$ cat config.mk
export PLATFORM = sky130hd
export DESIGN_NAME = fifo_wptr_full_flat
export DESIGN_NICKNAME = d
export VERILOG_FILES = /design/src/rtl/fifo_pkg.sv /design/src/rtl/fifo_wptr_full_if.sv /design/src/rtl/sync_2ff.sv /design/src/rtl/fifo_wptr_full.sv /design/src/flat_wrapper.sv
export SDC_FILE = /design/constraint.sdc
export NUM_CORES = 1
export LEC_CHECK = 0
export CAP_MARGIN = 20
export CORE_MARGIN = 1
export CORE_UTILIZATION = 53
export DETAILED_ROUTE_END_ITERATION = 8
export PLACE_DENSITY_LB_ADDON = 0.08
export REMOVE_ABC_BUFFERS = 1
export SLEW_MARGIN = 20
export SYNTH_ARGS = -nofsm -noshare
export SYNTH_HDL_FRONTEND = slang
export SYNTH_SLANG_ARGS = --single-unit
$ cat constraint.sdc
create_clock -name w_clk -period 4.99 [get_ports w_clk]
set_input_delay 0.998 -clock w_clk [delete_from_list [all_inputs] [get_ports w_clk]]
set_output_delay 0.998 -clock w_clk [all_outputs]
set_load 0.02 [all_outputs]
$ cat src/rtl/fifo_pkg.sv
// Shared FIFO pointer helpers: default geometry plus binary/Gray conversion.
// The read-side pointer block imports this package too, so both domains
// encode and decode pointers identically.
package fifo_pkg;

  localparam int DEFAULT_ADDRESS_SIZE      = 4;
  localparam int DEFAULT_ALMOST_FULL_LEVEL = 14;

  // Conversions work on a wide word; callers zero-extend their pointer in
  // and truncate the result back to pointer width. Zero upper bits leave
  // both conversions unaffected.
  localparam int PTR_FN_W = 32;
  typedef logic [PTR_FN_W-1:0] ptr_word_t;

  function automatic ptr_word_t bin_to_gray(input ptr_word_t bin);
    return bin ^ (bin >> 1);
  endfunction

  function automatic ptr_word_t gray_to_bin(input ptr_word_t gray);
    ptr_word_t bin;
    bin[PTR_FN_W-1] = gray[PTR_FN_W-1];
    for (int i = PTR_FN_W - 2; i >= 0; i--) begin
      bin[i] = bin[i+1] ^ gray[i];
    end
    return bin;
  endfunction

endpackage

$ cat src/rtl/fifo_wptr_full_if.sv
// Write-side pointer/flag bundle between the producer, the write-pointer
// block and the dual-clock RAM. The slave modport is the pointer block.
interface fifo_wptr_full_if
  import fifo_pkg::*;
#(
  parameter int ADDRESS_SIZE = DEFAULT_ADDRESS_SIZE
);

  logic                    w_en;
  logic [ADDRESS_SIZE:0]   r_ptr_gray;
  logic [ADDRESS_SIZE-1:0] w_adrs;
  logic [ADDRESS_SIZE:0]   w_ptr_gray;
  logic                    full;
  logic                    almost_full;
  logic [ADDRESS_SIZE:0]   w_count;
  logic                    overflow;

  modport master (
    output w_en, r_ptr_gray,
    input  w_adrs, w_ptr_gray, full, almost_full, w_count, overflow
  );

  modport slave (
    input  w_en, r_ptr_gray,
    output w_adrs, w_ptr_gray, full, almost_full, w_count, overflow
  );

endinterface

$ cat src/rtl/sync_2ff.sv
// Two-flop synchronizer for a Gray-coded bus crossing into this clock.
// Only one bit changes per source update, so per-bit capture is coherent.
module sync_2ff #(
  parameter int WIDTH = 5
) (
  input  logic             clk,
  input  logic             rst,
  input  logic [WIDTH-1:0] i_d,
  output logic [WIDTH-1:0] o_q
);

  logic [WIDTH-1:0] r_meta;
  logic [WIDTH-1:0] r_sync;

  // Two capture stages; the first may go metastable, the second settles it.
  always_ff @(posedge clk or posedge rst) begin
    if (rst) begin
      r_meta <= '0;
      r_sync <= '0;
    end else begin
      r_meta <= i_d;
      r_sync <= r_meta;
    end
  end

  assign o_q = r_sync;

endmodule

$ cat src/rtl/fifo_wptr_full.sv
// Write-domain pointer and flag logic of an asynchronous FIFO.
// Keeps the binary/Gray write pointers, synchronizes the read pointer, and
// produces registered full, almost_full, occupancy and sticky overflow.
// full is pessimistic: it can only clear once the synchronized read pointer
// has moved, never earlier. ADDRESS_SIZE must be at least 2.
module fifo_wptr_full
  import fifo_pkg::*;
#(
  parameter int ADDRESS_SIZE      = DEFAULT_ADDRESS_SIZE,
  parameter int ALMOST_FULL_LEVEL = DEFAULT_ALMOST_FULL_LEVEL
) (
  input  logic           w_clk,
  input  logic           reset,
  fifo_wptr_full_if.slave bus
);

  localparam int PTR_W = ADDRESS_SIZE + 1;
  localparam logic [PTR_W-1:0] AF_LEVEL = PTR_W'(ALMOST_FULL_LEVEL);

  logic [PTR_W-1:0] r_bin;
  logic [PTR_W-1:0] r_gray;
  logic             r_full;
  logic             r_almost_full;
  logic [PTR_W-1:0] r_count;
  logic             r_overflow;

  logic             w_accept;
  logic [PTR_W-1:0] w_bin_next;
  logic [PTR_W-1:0] w_gray_next;
  logic [PTR_W-1:0] w_rptr_sync;
  logic [PTR_W-1:0] w_rptr_bin;
  logic [PTR_W-1:0] w_full_target;
  logic             w_full_next;
  logic [PTR_W-1:0] w_count_next;
  logic             w_almost_full_next;

  // Read pointer enters this domain only through the synchronizer.
  sync_2ff #(
    .WIDTH(PTR_W)
  ) u_rptr_sync (
    .clk (w_clk),
    .rst (reset),
    .i_d (bus.r_ptr_gray),
    .o_q (w_rptr_sync)
  );

  // A write is taken only while not full; this is also the RAM write enable.
  assign w_accept    = bus.w_en & ~r_full;
  assign w_bin_next  = r_bin + PTR_W'(w_accept);
  assign w_gray_next = PTR_W'(bin_to_gray(ptr_word_t'(w_bin_next)));
  assign w_rptr_bin  = PTR_W'(gray_to_bin(ptr_word_t'(w_rptr_sync)));

  // Full when the writer is one lap ahead: in Gray code that is the read
  // pointer with its two MSBs inverted and all other bits equal.
  assign w_full_target      = {~w_rptr_sync[PTR_W-1:PTR_W-2], w_rptr_sync[PTR_W-3:0]};
  assign w_full_next        = (w_gray_next == w_full_target);
  assign w_count_next       = w_bin_next - w_rptr_bin;
  assign w_almost_full_next = (w_count_next >= AF_LEVEL);

  // Pointer, flag and occupancy registers, all advancing on the same edge.
  always_ff @(posedge w_clk or posedge reset) begin
    if (reset) begin
      r_bin         <= '0;
      r_gray        <= '0;
      r_full        <= 1'b0;
      r_almost_full <= 1'b0;
      r_count       <= '0;
      r_overflow    <= 1'b0;
    end else begin
      r_bin         <= w_bin_next;
      r_gray        <= w_gray_next;
      r_full        <= w_full_next;
      r_almost_full <= w_almost_full_next;
      r_count       <= w_count_next;
      if (bus.w_en && r_full) begin
        r_overflow <= 1'b1;
      end
    end
  end

  assign bus.w_adrs      = r_bin[ADDRESS_SIZE-1:0];
  assign bus.w_ptr_gray  = r_gray;
  assign bus.full        = r_full;
  assign bus.almost_full = r_almost_full;
  assign bus.w_count     = r_count;
  assign bus.overflow    = r_overflow;

endmodule

$ cat src/flat_wrapper.sv
// flat-port wrapper written by rule: the top's interface ports become plain ports
module fifo_wptr_full_flat import fifo_pkg::*;
#(
  parameter int ADDRESS_SIZE      = DEFAULT_ADDRESS_SIZE,
  parameter int ALMOST_FULL_LEVEL = DEFAULT_ALMOST_FULL_LEVEL
)
  (w_clk, reset, bus_w_en, bus_r_ptr_gray, bus_w_adrs, bus_w_ptr_gray, bus_full, bus_almost_full, bus_w_count, bus_overflow);
  fifo_wptr_full_if #(.ADDRESS_SIZE(ADDRESS_SIZE)) bus_i ();
  input  logic w_clk;
  input  logic reset;
  input wire logic [$bits(bus_i.w_en)-1:0] bus_w_en;
  input wire logic [$bits(bus_i.r_ptr_gray)-1:0] bus_r_ptr_gray;
  output wire logic [$bits(bus_i.w_adrs)-1:0] bus_w_adrs;
  output wire logic [$bits(bus_i.w_ptr_gray)-1:0] bus_w_ptr_gray;
  output wire logic [$bits(bus_i.full)-1:0] bus_full;
  output wire logic [$bits(bus_i.almost_full)-1:0] bus_almost_full;
  output wire logic [$bits(bus_i.w_count)-1:0] bus_w_count;
  output wire logic [$bits(bus_i.overflow)-1:0] bus_overflow;
  assign bus_i.w_en = bus_w_en;
  assign bus_i.r_ptr_gray = bus_r_ptr_gray;
  assign bus_w_adrs = bus_i.w_adrs;
  assign bus_w_ptr_gray = bus_i.w_ptr_gray;
  assign bus_full = bus_i.full;
  assign bus_almost_full = bus_i.almost_full;
  assign bus_w_count = bus_i.w_count;
  assign bus_overflow = bus_i.overflow;
  fifo_wptr_full #(.ADDRESS_SIZE(ADDRESS_SIZE), .ALMOST_FULL_LEVEL(ALMOST_FULL_LEVEL)) u_core (.w_clk(w_clk), .reset(reset), .bus(bus_i));
endmodule
* Word-level counts from Yosys, hierarchy flattened
Index checks and enable logic that the tools add are counted.
W data, S select, Z words.
** Word-level totals
- Bits in registers :: 28
- Input bits :: 8
- Output and inout bits :: 17
- Word-level logic and storage cells :: 21
** Operators by class
- Add/subtract/negate cells :: 2
- Magnitude comparators :: 1
- Equal/unequal tests :: 1
- Bitwise operators :: 8
- Reductions and logical operators :: 1
** Operators by type and width (number)
- $add A5 B1 Y5 :: 1
- $eq A5 B5 Y1 :: 1
- $ge A5 B4 Y1 const B :: 1
- $sub A5 B5 Y5 :: 1
- $xor A5 B4 Y5 :: 1
- $xor A1 B1 Y1 :: 4
- $not A2 Y2 :: 1
- $and A1 B1 Y1 :: 1
- $logic_and A1 B1 Y1 :: 1
- $not A1 Y1 :: 1

* Longest topological paths before layout
Gate-level depths: netlist of the first run.
- Word-level depth :: 6
- Gate-level depth with buffers :: 10
- Mapped depth without buffers :: 10

* Hierarchy
From an unflattened synthesis of the first run, not the netlist that was laid out.
** Second synthesis, totals
- Cells, all modules :: 98
- Area total of the unflattened synthesis :: 1228.7 um^2
** By module, submodules not included
- fifo_wptr_full :: instances 1, cells an instance 87, area an instance 974.7 um^2, sequential area each 425.4 um^2
- sync_2ff :: instances 1, cells an instance 11, area an instance 254.0 um^2, sequential area each 250.2 um^2

* Worst setup path before layout of the first run
OpenSTA, ideal clock, no wires.
- Path kind :: in2reg
- Start :: input bus_w_en
- End :: register u_core.r_almost_full (netlist: u_core.bus.almost_full)
- Library setup time :: 0.116 ns
- Arrival time :: 2.805 ns
- Data required time :: 4.874 ns
- Slack :: 2.069 ns
- Cell stages on the path :: 9
- Path buffers :: 0
- Path through :: nor2b_1 ha_1 xnor2_1 inv_1 ha_1 nor2b_1 o21ai_0 a21boi_0 o311ai_0
** On the way
- Word-level cells in the longest chain between the ends :: 4
** Ends and longest elaborated chain
- start, declared :: RTL line flat_wrapper.sv:11 : input wire logic [$bits(bus_i.w_en)-1:0] bus_w_en;
- $and A1 B1 Y1 :: RTL line fifo_wptr_full.sv:48 : assign w_accept = bus.w_en & ~r_full;
- $add A5 B1 Y5 :: RTL line fifo_wptr_full.sv:49 : assign w_bin_next = r_bin + PTR_W'(w_accept);
- via u_core.w_bin_next[1] :: RTL line fifo_wptr_full.sv:28 : logic [PTR_W-1:0] w_bin_next;
- $sub A5 B5 Y5 :: RTL line fifo_wptr_full.sv:57 : assign w_count_next = w_bin_next - w_rptr_bin;
- $ge A5 B4 Y1 :: RTL line fifo_wptr_full.sv:58 : assign w_almost_full_next = (w_count_next >= AF_LEVEL);
- via u_core.w_almost_full_next :: RTL line fifo_wptr_full.sv:35 : logic w_almost_full_next;
- end signal, assigned :: RTL line fifo_wptr_full.sv:73 : r_almost_full <= w_almost_full_next;
- end, declared :: RTL line fifo_wptr_full.sv:23 : logic r_almost_full;
The timed path passes the listed nets, and every way through them passes these cells.
A chain may end at the register's enable or synchronous reset.

* Final worst setup path of the first run
Same ends and word-level chain as after synthesis.

==> summary.md, run 1 <==
| Metric | Value |
|---|---|
| Max Freq | `295 MHz` |
| Reg2reg start | `u_core.u_rptr_sync.o_q[4]$_DFF_PP0_` |
| Area of the multi-input gates | `502 um^2` |
| Vias in the first global route | `710` |
| Cell variety after synth | `31` |
| Fin Clk Skew | `0.000964 ns` |
| PortBufs | `24` |
| Chip width | `49.9 um` |
| Arr. time, crit path | `~3.6 ns` |
| Max-Cap Viols | `0` |
| Register area share after synthesis | `0.555` |
| Synth async-reset ratio | `1.00` |
| Initial Utilization | `0.590` |
| R2R Path End | `u_core.bus.almost_full$_DFF_PP0_` |
| CTS buffer count | `3` |
| Mapped Cells | `91` |
| Hold EP | `u_core.u_rptr_sync.o_q[2]$_DFF_PP0_` |
| Yosys top cell area share | `0.555` |
| Yosys top cell by area | `dfrtp_1` |
| Hold Crit Class | `flip-flop to flip-flop` |
| Unrepaired setup endpoints after global routing | `false` |
| Avg Cell Area, Syn | `13.4 um^2` |
| DP HPWL | `1.36 mm` |
| Fin util | `0.731` |
| Sequential Area | `between 600 and 700 um^2` |
| Reg2Reg Setup Slack | `2.27 ns` |
| Sum Neg Setup Slack | `0 ns` |
| Routed vias | `714` |
| Setup WS pre-CTS | `1.32 ns` |
| 1st-iter DRT viols | `12` |
| Kind of critical path | `primary input to flip-flop` |
| Synthesis-stage register bit count | `27` |
| Power per Cell Area | `around 740 mW/mm^2` |
| Remaining antenna violation count | `0` |
| Ys flop type | `dfrtp_1` |
| Crit-path max cell delay | `0.48 ns` |
| Final Hold Viols | `0` |
| R2R cell count | `10` |
| Clk sinks | `27` |
| Fin area | `0.00151 mm^2` |
| Gpl congestion | `between 0.7 and 0.8` |
| Slew HR | `0.398` |
| Layout Nets | `133` |
| Post-CTS setup buffers | `0` |
| Worst path required time | `5.19 ns` |
| Top Layer Used | `met4` |
| Row Count | `16` |
| Setup Viol. Count Final | `0` |
| DRT met1 WL | `785 um` |
| Die H | `49.9 um` |
| Antenna cell count | `0` |
| WL met2 | `865 um` |
| Layout fillers | `149` |
| CP delay by family, top | `compound AO/OA/AOI/OAI gates` |
| First-pass GRT wire length | `between 3 and 4 mm` |
| LEAKAGE | `0.666 nW` |
| Overflow left after global routing | `0` |
| CTS HTree Levels | `1` |
| Crit. End Element | `flip-flop` |
| Clk buf depth | `2` |
| CTS Hold Bufs | `0` |
| Synth area leaders | `dfrtp_1 55%, xnor2_1 9.4%, ha_1 6.2%` |
| VDD IR max | `0.000394 V` |
| Maximum fanout along the worst path | `6` |
| Core Region | `slightly above 0.002 mm^2` |
| Worst Setup Start Kind | `primary input` |
| Vias per std cell | `a little under 5` |
| Root Driver | `clkbuf_4` |
| Slew @ Worst Pin | `0.898 ns` |
| Initial antenna violation count | `0` |
| DR pass1 iterations | `4` |
| Number of remaining DRC errors | `0` |
| Period utilization | `0.678` |
| Setup WS post-layout | `~1.6 ns` |
| CTS tree | `done` |
| Pin count of the biggest net entering global routing | `28` |
| P&R area growth vs syn | `23.8%` |
| Hold Startpoint | `u_core.u_rptr_sync.r_meta[2]$_DFF_PP0_` |
| Slew Viols, Final | `0` |
| Hold depth | `0` |
| Outcome | `finished, final reports clean` |
| Mapped Area | `between 0.001 and 0.0015 mm^2` |
| Cts repair resizes | `0` |
| CP bufs+invs | `2` |
| # IOs | `25` |
| Tot GR Track Use | `0.168` |
| Synth warnings | `0` |
| Final wirelength | `roughly 1.8 mm` |
| Crit-path slowest cell | `clkdlybuf4s50_1` |
| Period minus WS final | `3.38 ns` |
| Crit-path cells | `clkdlybuf4s50_1, nor2b_1, ha_1, xnor2_1, inv_1, ha_1, nor2b_1, o21ai_0, a21boi_0, o311ai_0` |
| Clock transition at path regs | `0.13 ns` |
| DR WL/cell | `around 12 um` |
| Clk Latency, worst-skew pair | `approximately 0.32 ns` |
| Post-synth EDFFs | `0` |
| Layout cells sized above 1 | `0.0684` |
| Die area | `0.00249 mm^2` |
| DP Area | `0.00148 mm^2` |
| Met3 WL | `around 74 um` |
[routing by layer]
metal / up-vias / global-route usage
met4: 0 / 0.0857
met3: 5 / 0.0370
met2: 26 / 0.273
met1: 332 / 0.209
met5: - / 0
li1: 351 / -
[flip-flops by register name, indices dropped and copies added (netlist names)]
signal,cells
u_core.r_bin,5
u_core.bus.overflow,1
u_core.bus.almost_full,1
u_core.u_rptr_sync.o_q,5
u_core.bus.w_count,5
u_core.bus.w_ptr_gray,4
u_core.u_rptr_sync.r_meta,5
u_core.bus.full,1
[Yosys cell counts (2+ instances only)]
cell type  count
a21boi_0       2
dfrtp_1       27
ha_1           6
inv_1          8
nand2_1        3
nand2b_1       2
nor2b_1        3
o21ai_0        2
xnor2_1       13
xor2_1         4
[cells in the final DEF (no fill, tap or decap), types with 2 or more instances in the layout]
cell              n
nand2_1           3
o21ai_0           2
xor2_1            4
nand2b_1          2
inv_1             7
clkbuf_4          3
dfrtp_1          27
xnor2_1          13
ha_1              6
a21boi_0          2
nor2b_1           3
clkdlybuf4s50_1  24
[layout make-up]
type | instances | area share
Clock buffer | 4 | 0.0174
Inverter | 8 | 0.0199
Multi-Input combinational cell | 54 | 0.333
Sequential cell | 27 | 0.448
Tap cell | 27 | 0.0224
Timing Repair Buffer | 24 | 0.159
[worst max-delay path by stage]
stage	startpoint	to	slack (ns)	depth (start not counted)
global placement	bus_w_en	u_core.bus.almost_full$_DFF_PP0_	1.53	11
floorplan	bus_w_en	u_core.bus.almost_full$_DFF_PP0_	2.07	9
global route	bus_w_en	u_core.bus.almost_full$_DFF_PP0_	1.46	10
finish	bus_w_en	u_core.bus.almost_full$_DFF_PP0_	1.61	10
detailed placement	bus_w_en	u_core.bus.almost_full$_DFF_PP0_	1.32	10
CTS	bus_w_en	u_core.bus.almost_full$_DFF_PP0_	1.66	10
[where the power goes]
part,total [mW],switching (mW),internal (mW)
sequential,0.356,0.0555,0.300
combinational,0.668,0.333,0.336
clock,0.0914,0.0601,0.0313
[per-stage QoR]
stage          hold WS, ns  instances  power [mW]
2_1_floorplan        0.331         89       0.812
3_5_place_dp         0.335        140        1.03
3_3_place_gp         0.333        140        1.02
4_1_cts              0.366        144        1.13
5_1_grt              0.371        144        1.21
6_report             0.365        144        1.12
[logic make-up (layout without fill, tap and decap cells)]
group           count (synthesis)  count (layout)  share of synthesized area
flops                          27              27                      0.555
simple gates                   16              16                     0.0853
xor+xnor                       21              21                      0.187
buf+inv                        10              36                     0.0329
compound gates                 10              10                     0.0617
fa+ha+maj                       7               7                     0.0781
Power figures use the tool's default switching activity.
==> inputs of run 2 (changes only) <==
--- a/config.mk
+++ b/config.mk
@@ -7,7 +7,7 @@
 export LEC_CHECK = 0
 export CAP_MARGIN = 20
 export CORE_MARGIN = 1
-export CORE_UTILIZATION = 53
+export CORE_UTILIZATION = 49
 export DETAILED_ROUTE_END_ITERATION = 8
 export PLACE_DENSITY_LB_ADDON = 0.08
 export REMOVE_ABC_BUFFERS = 1
==> constraint.sdc (replaced) <==
create_clock -name w_clk -period 3.3 [get_ports w_clk]
set_input_delay 0.66 -clock w_clk [delete_from_list [all_inputs] [get_ports w_clk]]
set_output_delay 0.66 -clock w_clk [all_outputs]
set_load 0.02 [all_outputs]
==> run 2 against run 1 <==
Effect of this change: via count rose by 2.4%; first-iteration DRC count fell by 67%; sequential power rose by 51%; core utilization fell by 5.1 points; sequential share of layout area fell by 1.2 points; count of clock-buffer cells in the layout fell by 1; global-route usage rose by 0.42 points; power rose by 56%; clock skew rose by 0.0011 ns; largest power group unchanged; register-to-register slack got worse by 1.7 ns.
==> summary.md, run 2 (synthesis gave the netlist of run 1 again) <==
| Metric | Value |
|---|---|
| VDD IR max | `0.000732 V (+86%)` |
| Total Power | `1.74 mW (+56%)` |
| CTS buffer count | `3 (unchanged)` |
| Root Driver | `clkbuf_4` |
| Row Count | `17 (+1)` |
| Commonest cells after routing, fill and taps aside | `27 x dfrtp_1, 24 x clkdlybuf4s50_1, 13 x xnor2_1` |
| Period utilization | `0.916` |
| Final Hold Viols | `0 (unchanged)` |
| Layout Nets | `137 (+3.0%)` |
| DR pass1 iterations | `2 (-2)` |
| Clock transition at path regs | `0.14 ns (about the same)` |
| Arr. time, crit path | `3.21 ns (-0.38 ns)` |
| Cts repair resizes | `0 (unchanged)` |
| CTS tree | `done` |
| Max Freq | `331 MHz` |
| Slew @ Worst Pin | `0.483 ns (-0.416 ns)` |
| Clk sinks | `27 (unchanged)` |
| Max-Cap Viols | `0 (unchanged)` |
| Most common cell after layout, fill and taps aside | `dfrtp_1` |
| Kind of critical path | `primary input to flip-flop` |
| Antenna cell count | `0 (unchanged)` |
| CTS Hold Bufs | `0 (unchanged)` |
| Setup WS pre-CTS | `-0.0684 ns (-1.39 ns)` |
| Overflow left after global routing | `0 (unchanged)` |
| Die H | `51.8 um (+3.8%)` |
| Post-Place Cells | `144 (+2.9%)` |
| Clk buf depth | `2 (unchanged)` |
| Initial Utilization | `0.535 (-0.0555)` |
| Sum Neg Setup Slack | `0 ns (unchanged)` |
| Vias in the first global route | `697 (-1.8%)` |
| Crit. End Element | `flip-flop` |
| Hold Crit Class | `flip-flop to flip-flop` |
| P&R area growth vs syn | `27.1%` |
| CTS HTree Levels | `1 (unchanged)` |
| DP HPWL | `1.53 mm (+12%)` |
| Setup WS post-layout | `0.277 ns (-1.33 ns)` |
| Slew HR | `0.676 (+0.279)` |
| Pin count of the biggest net entering global routing | `28 (unchanged)` |
| Maximum fanout along the worst path | `3 (-3)` |
| Fin Clk Skew | `0.00206 ns (+0.00110 ns)` |
| LEAKAGE | `0.691 nW (+3.7%)` |
| Fin util | `0.680 (-0.0511)` |
| Crit-path max cell delay | `0.44 ns (-0.04 ns)` |
| Crit-path slowest cell | `o311ai_0` |
| Die area | `0.00269 mm^2 (+7.8%)` |
| Fin area | `0.00155 mm^2 (+2.7%)` |
| Clk Latency, worst-skew pair | `0.32 ns (about the same)` |
| Power per Cell Area | `1120 mW/mm^2 (+52%)` |
| Crit-path cells | `clkdlybuf4s50_1, nor2b_1, ha_1, xnor2_1, inv_1, ha_1, nor2b_1, o21ai_0, a21boi_0, o311ai_0` |
| Worst Setup Start Kind | `primary input` |
| Layout fillers | `174 (+17%)` |
| DR WL/cell | `12.9 um (+5.0%)` |
| Period minus WS final | `3.02 ns` |
| Setup Viol. Count Final | `0 (unchanged)` |
| Worst path required time | `3.49 ns (-1.70 ns)` |
| Vias per std cell | `4.91 (-1.1%)` |
| Unrepaired setup endpoints after global routing | `false` |
| 1st-iter DRT viols | `4 (-8)` |
| First-pass GRT wire length | `3.24 mm (+7.6%)` |
| WHS | `0.366 ns (+0.00127 ns)` |
| Final wirelength | `1.92 mm (+8.6%)` |
| Number of remaining DRC errors | `0 (unchanged)` |
| Core Region | `0.00228 mm^2 (+10%)` |
| Layout cells sized above 1 | `0.107 (+0.0391)` |
| Remaining antenna violation count | `0 (unchanged)` |
| Routed vias | `731 (+2.4%)` |
| Chip width | `51.8 um (+3.8%)` |
| Post-CTS setup buffers | `0 (unchanged)` |
| Sequential Area | `676 um^2 (unchanged)` |
| Initial antenna violation count | `0 (unchanged)` |
| Layout Cells excl Fill | `149 (+3.5%)` |
| Slew Viols, Final | `0 (unchanged)` |
| Outcome | `finished, final reports clean` |
| Area of the multi-input gates | `502 um^2 (unchanged)` |
| # IOs | `25 (unchanged)` |
| Gpl congestion | `0.764 (-3.4%)` |
| DP Area | `0.00151 mm^2 (+1.6%)` |
| Tot GR Track Use | `0.172 (+0.00416)` |
| PortBufs | `24 (unchanged)` |
## run 2: cell type report
class / instances / share of cell area
well taps: 28 / 0.0226
repair buffers: 28 / 0.179
clock inverters: 1 / 0.00323
flip-flops and latches: 27 / 0.437
multi-input cells: 54 / 0.324
inverters: 8 / 0.0194
clock buffers: 3 / 0.0146
## run 2: path summary, 6_finish.rpt
| path | start | end | slack, ns | cells after the start |
|---|---|---|---|---|
| setup / recovery | bus_w_en | u_core.bus.almost_full$_DFF_PP0_ | 0.28 | 10 |
| max in group asynchronous | reset | u_core.bus.w_count[2]$_DFF_PP0_ | 2.31 | 3 |
| hold reg to reg | u_core.u_rptr_sync.r_meta[4]$_DFF_PP0_ | u_core.u_rptr_sync.o_q[4]$_DFF_PP0_ | 0.37 | 0 |
| min in group asynchronous | reset | u_core.u_rptr_sync.o_q[0]$_DFF_PP0_ | 0.59 | 2 |
| hold / removal | u_core.u_rptr_sync.r_meta[4]$_DFF_PP0_ | u_core.u_rptr_sync.o_q[4]$_DFF_PP0_ | 0.37 | 0 |
| setup reg to reg | u_core.u_rptr_sync.o_q[4]$_DFF_PP0_ | u_core.bus.almost_full$_DFF_PP0_ | 0.54 | 10 |
## run 2: worst max-delay path: cells and delay by family
family	cells	cell delay [ns]
compound gates	3	0.86
xor+xnor	1	0.33
fa+ha+maj	2	0.52
buf+inv	2	0.55
simple gates	2	0.27
## run 2: per-layer routing
| metal | vias to the layer above | global-route usage | share of wire | routed length, um |
|---|---|---|---|---|
| li1 | 362 | - | - | - |
| met1 | 343 | 0.240 | 0.46 | 886 |
| met2 | 22 | 0.263 | 0.48 | 916 |
| met3 | 4 | 0.0351 | 0.042 | 80 |
| met4 | 0 | 0.0676 | 0.018 | 34 |
| met5 | - | 0 | 0 | 0 |
## run 2: power by group
| part | total (mW) | internal [mW] | switching [mW] |
|---|---|---|---|
| sequential | 0.537 | 0.454 | 0.0830 |
| combinational | 1.06 | 0.539 | 0.526 |
| clock | 0.138 | 0.0454 | 0.0925 |
| total | 1.74 | 1.04 | 0.701 |
